[src/rtl/muxn_lut_reg_frame_config_pkg.sv]
// rtl/muxn_lut_reg_frame_config_pkg.sv - shared config-bit layout and control struct for the mux tree BEL
package muxn_lut_reg_frame_config_pkg;

    // reg_en bits start at the bottom of ConfigBits: one per M tap, then one for M_HI
    localparam int CFG_REG_EN_LSB = 0;

    // Global control bits decoded from the frame config
    typedef struct packed {
        logic pipe_en;
        logic init;
    } cfg_ctrl_t;

    // pipe_en sits directly above the SEL_BITS+1 reg_en bits
    function automatic int cfg_pipe_en_idx(input int sel_bits);
        return sel_bits + 1;
    endfunction

    // init is the topmost config bit
    function automatic int cfg_init_idx(input int sel_bits);
        return sel_bits + 2;
    endfunction

endpackage

[src/rtl/cus_mux21.sv]
// rtl/cus_mux21.sv - 2:1 fabric mux cell used for tree nodes and bypass selection
module cus_mux21 (
    input  logic a0,
    input  logic a1,
    input  logic s,
    output logic x
);
    assign x = s ? a1 : a0;
endmodule

[src/rtl/muxn_lut_reg_frame_config_tree_level.sv]
// rtl/muxn_lut_reg_frame_config_tree_level.sv - one level of the binary mux tree: W inputs reduced to W/2
module muxn_lut_reg_frame_config_tree_level #(
    parameter int W = 2
) (
    input  logic [W-1:0]   data,
    input  logic           sel,
    output logic [W/2-1:0] reduced
);
    // Each output j picks between adjacent inputs 2j and 2j+1, so element 0 is always the lowest subtree
    for (genvar j = 0; j < W / 2; j++) begin : g_node
        cus_mux21 u_mux (
            .a0 (data[2*j]),
            .a1 (data[2*j+1]),
            .s  (sel),
            .x  (reduced[j])
        );
    end
endmodule

[src/rtl/muxn_lut_reg_frame_config.sv]
// rtl/muxn_lut_reg_frame_config.sv - frame-configured 2**SEL_BITS:1 mux tree BEL with optional pipeline and output flops
(* FABulous, BelMap, reg_en0=0, reg_en1=1, reg_en2=2, reg_en_hi=3, pipe_en=4, init=5 *)
module muxn_lut_reg_frame_config
    import muxn_lut_reg_frame_config_pkg::*;
#(
    parameter int SEL_BITS     = 3,
    parameter int PIPE_LEVEL   = 2,
    parameter int NoConfigBits = SEL_BITS + 3
) (
    input  logic                    UserCLK,
    input  logic                    SR,
    input  logic                    CE,
    input  logic [2**SEL_BITS-1:0]  I,
    input  logic [SEL_BITS-1:0]     S,
    output logic [SEL_BITS-1:0]     M,
    output logic                    M_HI,
    input  logic [NoConfigBits-1:0] ConfigBits
);
    localparam int N           = 2 ** SEL_BITS;
    localparam int NH          = N / 2;
    localparam int PIPE_W      = N >> PIPE_LEVEL;
    localparam int PIPE_HW     = PIPE_W / 2;
    localparam int SW          = SEL_BITS - PIPE_LEVEL;
    localparam int CFG_PIPE_EN = cfg_pipe_en_idx(SEL_BITS);
    localparam int CFG_INIT    = cfg_init_idx(SEL_BITS);

    logic [SEL_BITS:0]   reg_en;
    cfg_ctrl_t           ctrl;

    // Stage-1 pipeline state: partials after level PIPE_LEVEL-1, low taps, upper select bits
    logic [PIPE_W-1:0]   st1_lo;
    logic [PIPE_HW-1:0]  st1_hi;
    logic [PIPE_LEVEL-1:0] st1_tap;
    logic [SW-1:0]       st1_s;

    logic [PIPE_W-1:0]   mid_lo;
    logic [PIPE_HW-1:0]  mid_hi;
    logic [SEL_BITS-1:0] lvl_sel;
    logic [SEL_BITS-1:0] tap_comb;
    logic [SEL_BITS:0]   pre;
    logic [SEL_BITS:0]   out_q;
    logic [SEL_BITS:0]   out_v;

    assign reg_en = ConfigBits[CFG_REG_EN_LSB +: SEL_BITS+1];
    assign ctrl   = '{pipe_en: ConfigBits[CFG_PIPE_EN], init: ConfigBits[CFG_INIT]};

    // Levels past the pipeline point switch to the registered select so data and select stay aligned
    for (genvar k = 0; k < SEL_BITS; k++) begin : g_sel
        if (k < PIPE_LEVEL) begin : g_live
            assign lvl_sel[k] = S[k];
        end else begin : g_muxed
            cus_mux21 u_sel (.a0(S[k]), .a1(st1_s[k-PIPE_LEVEL]), .s(ctrl.pipe_en), .x(lvl_sel[k]));
        end
    end

    // Lower tree over all N inputs; level PIPE_LEVEL takes stage-1 partials when pipelined
    for (genvar k = 0; k < SEL_BITS; k++) begin : g_lo
        localparam int WI = N >> k;
        logic [WI-1:0]   data;
        logic [WI/2-1:0] q;
        if (k == 0) begin : g_leaf
            assign data = I;
        end else if (k == PIPE_LEVEL) begin : g_pipe
            for (genvar b = 0; b < WI; b++) begin : g_byp
                cus_mux21 u_byp (.a0(g_lo[k-1].q[b]), .a1(st1_lo[b]), .s(ctrl.pipe_en), .x(data[b]));
            end
        end else begin : g_chain
            assign data = g_lo[k-1].q;
        end
        muxn_lut_reg_frame_config_tree_level #(.W(WI)) u_lvl (
            .data    (data),
            .sel     (lvl_sel[k]),
            .reduced (q)
        );
        assign tap_comb[k] = q[0];
    end

    // Upper-half tree over I[N-1:N/2], sharing the per-level selects with the lower tree
    for (genvar k = 0; k < SEL_BITS - 1; k++) begin : g_hi
        localparam int WI = NH >> k;
        logic [WI-1:0]   data;
        logic [WI/2-1:0] q;
        if (k == 0) begin : g_leaf
            assign data = I[N-1:NH];
        end else if (k == PIPE_LEVEL) begin : g_pipe
            for (genvar b = 0; b < WI; b++) begin : g_byp
                cus_mux21 u_byp (.a0(g_hi[k-1].q[b]), .a1(st1_hi[b]), .s(ctrl.pipe_en), .x(data[b]));
            end
        end else begin : g_chain
            assign data = g_hi[k-1].q;
        end
        muxn_lut_reg_frame_config_tree_level #(.W(WI)) u_lvl (
            .data    (data),
            .sel     (lvl_sel[k]),
            .reduced (q)
        );
    end

    assign mid_lo = g_lo[PIPE_LEVEL-1].q;
    assign mid_hi = g_hi[PIPE_LEVEL-1].q;

    // Taps finished before the pipeline point come straight from stage-1 when pipelined
    for (genvar k = 0; k < SEL_BITS; k++) begin : g_pre
        if (k < PIPE_LEVEL) begin : g_early
            cus_mux21 u_tap (.a0(tap_comb[k]), .a1(st1_tap[k]), .s(ctrl.pipe_en), .x(pre[k]));
        end else begin : g_late
            assign pre[k] = tap_comb[k];
        end
    end

    // When the pipeline point is the last upper level, stage-1 already holds the final M_HI value
    if (PIPE_LEVEL == SEL_BITS - 1) begin : g_hi_pre_byp
        cus_mux21 u_hi (.a0(g_hi[SEL_BITS-2].q[0]), .a1(st1_hi[0]), .s(ctrl.pipe_en), .x(pre[SEL_BITS]));
    end else begin : g_hi_pre_direct
        assign pre[SEL_BITS] = g_hi[SEL_BITS-2].q[0];
    end

    // Stage-1 bank: SR fills everything with init (discarding in-flight data), else loads on CE
    always_ff @(posedge UserCLK) begin
        if (SR) begin
            st1_lo  <= {PIPE_W{ctrl.init}};
            st1_hi  <= {PIPE_HW{ctrl.init}};
            st1_tap <= {PIPE_LEVEL{ctrl.init}};
            st1_s   <= {SW{ctrl.init}};
        end else if (CE) begin
            st1_lo  <= mid_lo;
            st1_hi  <= mid_hi;
            st1_tap <= tap_comb[PIPE_LEVEL-1:0];
            st1_s   <= S[SEL_BITS-1:PIPE_LEVEL];
        end
    end

    // Output flops: one per tap plus M_HI, reset to init, loaded from the pre-register value on CE
    always_ff @(posedge UserCLK) begin
        if (SR) begin
            out_q <= {(SEL_BITS+1){ctrl.init}};
        end else if (CE) begin
            out_q <= pre;
        end
    end

    // reg_en picks the flop or the unregistered value per output
    for (genvar k = 0; k <= SEL_BITS; k++) begin : g_out
        cus_mux21 u_out (.a0(pre[k]), .a1(out_q[k]), .s(reg_en[k]), .x(out_v[k]));
    end

    assign M    = out_v[SEL_BITS-1:0];
    assign M_HI = out_v[SEL_BITS];

endmodule

[config.mk]
export PLATFORM = sky130hd
export DESIGN_NAME = muxn_lut_reg_frame_config
export DESIGN_NICKNAME = d
export VERILOG_FILES = /design/src/rtl/muxn_lut_reg_frame_config_pkg.sv /design/src/rtl/cus_mux21.sv /design/src/rtl/muxn_lut_reg_frame_config_tree_level.sv /design/src/rtl/muxn_lut_reg_frame_config.sv
export SDC_FILE = /design/constraint.sdc
export NUM_CORES = 1
export LEC_CHECK = 0
export ABC_AREA = 1
export CORE_UTILIZATION = 39
export DETAILED_ROUTE_END_ITERATION = 6
export PLACE_DENSITY = 0.76
export SETUP_SLACK_MARGIN = 0.05
export SLEW_MARGIN = 15
export SYNTH_ARGS = -nofsm -noshare
export SYNTH_HDL_FRONTEND = slang
export SYNTH_SLANG_ARGS = --single-unit
[constraint.sdc]
create_clock -name UserCLK -period 1.95 [get_ports UserCLK]
set_input_delay 0.585 -clock UserCLK [delete_from_list [all_inputs] [get_ports UserCLK]]
set_output_delay 0.585 -clock UserCLK [all_outputs]
set_load 0.005 [all_outputs]
# Yosys cells after proc, flatten, opt, wreduce, memory -nomap -nowiden
# Index checks and enable logic that the tools add are counted.
dict set report op_classes {
  muxes 27
  n_reduce_logical 1
}
# operator count
set ops {}
lappend ops {{$mux W1} 21}
lappend ops {{$mux W2} 4}
lappend ops {{$mux W4} 2}
lappend ops {{$reduce_bool A2 Y1} 1}
dict set report word_totals {
  ff_bits 10
  out_inout_bits 4
  wordCells 33
}

# Longest topological paths before layout
dict set report logic_depth {
  depth_word 6
  ltp_mapped 8
}

# By module
# From an unflattened synthesis, not the netlist that was laid out.
dict set report hier_totals {
  cells_unflattened 110
  area_unflattened_um2 654.4
}
# module instances cells_per_inst area_each_um2
set modules_own_cells {}
lappend modules_own_cells {muxn_lut_reg_frame_config 1 30 354.1}
lappend modules_own_cells {cus_mux21 20 4 15.0}

# Worst setup path before layout
# OpenSTA, ideal clock, no wires.
dict set report synth_timing {
  path_kind {input-to-output}
  from {input S[0]}
  to {output M[1]}
  arrival_time_ns 1.186
  required_ns 1.365
  path_slack_ns 0.179
  cell_stages 7
  n_path_buf 1
  path_cell_list {inv_2 -> nand2_1 -> nand3_1 -> nand3_2 -> and2_4 -> o21ai_2 -> buf_4}
}
dict set report synth_between {
  elab_chain_cells 4
  elab_cells_between_ends 5
}
# element line
set synth_rtl {}
lappend synth_rtl {{start, declared} muxn_lut_reg_frame_config.sv:14} ;# input logic [SEL_BITS-1:0] S,
lappend synth_rtl {{$mux W1} cus_mux21.sv:8} ;# assign x = s ? a1 : a0;
lappend synth_rtl {{$mux W1 (*) (3 in a row)} cus_mux21.sv:8}
lappend synth_rtl {{end, declared} muxn_lut_reg_frame_config.sv:15} ;# output logic [SEL_BITS-1:0] M,
# Mark *: on every way between the ends. The rest lies on a longest branch, timed or not.

# Final worst setup path
# Same ends and word-level chain as after synthesis.

==> flow_summary.yaml <==
outcome:
  status: "finished, violations left"
  violations: "DRC"
cells_and_area:
  post-route-util: 0.817
  antennaDiodeCount: 0
  multi_input_area_um2: 383
  nFillCells: 81
  nNetsFinal: 134
  regArea_um2: 240
  drive_above_1_share: 0.705
  final_area_mm2: 0.00106
  syn_to_final_growth_pct: 97.2
synthesis:
  synth.most_common_cell: "nand2_1"
  synthTopCellsByArea: "edfxtp_1, nand2_1, nand3_1"
  synthFlopType: "edfxtp_1"
  synth.distinct_cells: 13
  synth-edff-count: 8
  yosysTopAreaCell: "edfxtp_1"
  ys_seq_area_frac: 0.445
  synth_common_cells: "nand2_1, edfxtp_1, nand3_1, inv_1"
  yosysWarnings: 0
  syn_inst: 65
  yosysTopAreaCellShare: 0.445
  ys_ff_latch: 8
  syn_nets: 85
  syn_area_per_cell_um2: 8.30
  syn_area_um2: 539
  synthArstFlopShare: 0
grt:
  gr-usage-all-layers: 0.250
  antenna_found_initial: 0
  grt_max_degree: 9
  first_global_vias: 599
  grt_pass1_wl_um: 2480
  gr-total-overflow: 0
sta:
  slew_headroom: 0.809
  rsz0062_at_grt: "true"
  max_freq_mhz: 521
  maxSlewViolCount: 0
  setup_viol: 0
  min_period_over_period: 0.984
  hold_ws_ns: 0.654
  tightest_slew_ns: 0.286
  fin_crit_ns: 1.92
  fin_ws_ns: 0.0320
  finalHoldViolations: 0
  fin_skew_ns: 0.00386
drt:
  drtIter0Drc: 20
  route.final.wire_length_um: 1880
  wl_per_cell_um: 14.8
  drc: 2
  drt_first_pass_iters: 6
  via_per_inst: 5.25
  antenna_left: 0
  num_vias: 667
clocking:
  cts_buffer_depth: 2
  cts_buffers: 3
  h-tree-depth: 1
  cts_tree: "yes"
  root_buffer: "clkbuf_4"
  clkLatencyLatePin_ns: 0.26
  cts.sinks: 8
  postCtsHoldBufs: 0
  clkTransAtPathRegs_ns: 0.06
placement:
  dpl-instance-area_um2: 803
  globalplace.congestion: 0.774
  port_buffers: 23
  hpwlAfterDp_um: 900
  dp_slack_ns: -0.822
job:
  maxCapViolations: 0
power_and_ir_drop:
  power_density_mw_per_mm2: 559
  leakagePower_nw: 0.515
  ir_worst_vdd_uv: 320
  p_total_mw: 0.595
setup_path:
  worstSetupStartpointType: "input pin"
  end_kind: "output port"
  rr_worst_depth: 11
  path_class: "input pin to output port"
  critPathRequiredTime_ns: 1.36
  cp_max_fo: 5
  crit_arrival_ns: 1.33
die:
  start_util: 0.414
  die_w_um: 39.2
  dieHeight_um: 39.2
  placementRows: 13
  coreArea_mm2: 0.00130
  die-area_mm2: 0.00154
  ios: 24
min_path:
  min_path_cells: 2
  holdCritPathClass: "flip-flop to flip-flop"
## power breakdown
part / internal [mW] / switching, mW
Sequential: 0.213 / 0.00802
Clock: 0.0709 / 0.0636
Combinational: 0.133 / 0.106
Total: 0.418 / 0.177
## logic make-up (layout without fill, tap and decap cells)
family,Yosys count,count (layout),share of synthesized area
AOI/OAI and AO/OA,10,10,0.114
and+or+nand+nor,37,37,0.350
buffers and inverters,10,57,0.0905
DFF,8,8,0.445
## repair_timing
item	in CTS	in global routing
endpoints found under the hold margin	0	0
buffers inserted	18	3
endpoints found under the setup margin	4	6
pin swaps	22	22
gates resized for setup	74	31
## per-layer routing
metal	GRT usage	wire length (um)	vias up	share of wire
met5	0	0	-	0
met4	0.103	45	0	0.024
met3	0.0520	119	6	0.063
met2	0.471	998	33	0.53
met1	0.262	720	317	0.38
li1	-	-	311	-
## path summary, 6_finish.rpt
check / slack [ns] / to / from
worst max-delay path: 0.03 / M[1] / S[0]
worst min register to register: 0.65 / out_q[0]$_DFFE_PP_ / st1_tap[0]$_DFFE_PP_
worst min-delay path: 0.65 / out_q[0]$_DFFE_PP_ / st1_tap[0]$_DFFE_PP_
worst max register to register: 0.22 / out_q[2]$_DFFE_PP_ / st1_s$_DFFE_PP_
## state kept, by name, summed over array words and instances (netlist names)
| register | flops |
|---|---|
| st1_tap | 1 |
| st1_lo | 2 |
| st1_s | 1 |
| out_q | 4 |
## cell type report
type / instances / share of cell area
sequential: 8 / 0.226
inverter: 7 / 0.0365
clock buffer: 3 / 0.0212
multi-input combinational: 47 / 0.360
timing repair buffer: 47 / 0.339
tap: 15 / 0.0176
## worst max-delay path, stage by stage
cell and delay [ns]:
buf_12 0.12, clkinv_8 0.06, nand2_4 0.05, nand3_4 0.05, nand3_2 0.10, and2_4 0.16
o21ai_2 0.09, buf_2 0.11
## placed cells by master (no fill, tap or decap)
cell type        Yosys  layout
nand3_4              0       4
and2_4               2       3
o21ai_2              3       4
o21ai_1              4       3
clkbuf_4             0       3
inv_1                6       2
nand2_2              0       7
clkinv_8             0       1
buf_6                0       3
edfxtp_1             8       8
o21ai_4              0       1
clkdlybuf4s50_1      0       6
buf_12               0       1
nand3_2              4       6
o21ai_0              3       2
inv_2                1       4
dlygate4sd2_1        0       1
buf_4                3      23
or2_2                1       1
buf_2                0       8
nand3_1              8       2
nand2_1             21       9
nand2_4              0       5
clkbuf_2             0       5
## metrics by stage
step / setup TNS, ns / instances
finish: 0 / 127
global route: -0.0584 / 127
CTS: 0 / 126
detailed placement: -3.32 / 105
global placement: -3.18 / 105
floorplan: 0 / 65
No activity file was read; power rests on OpenSTA's default activity.
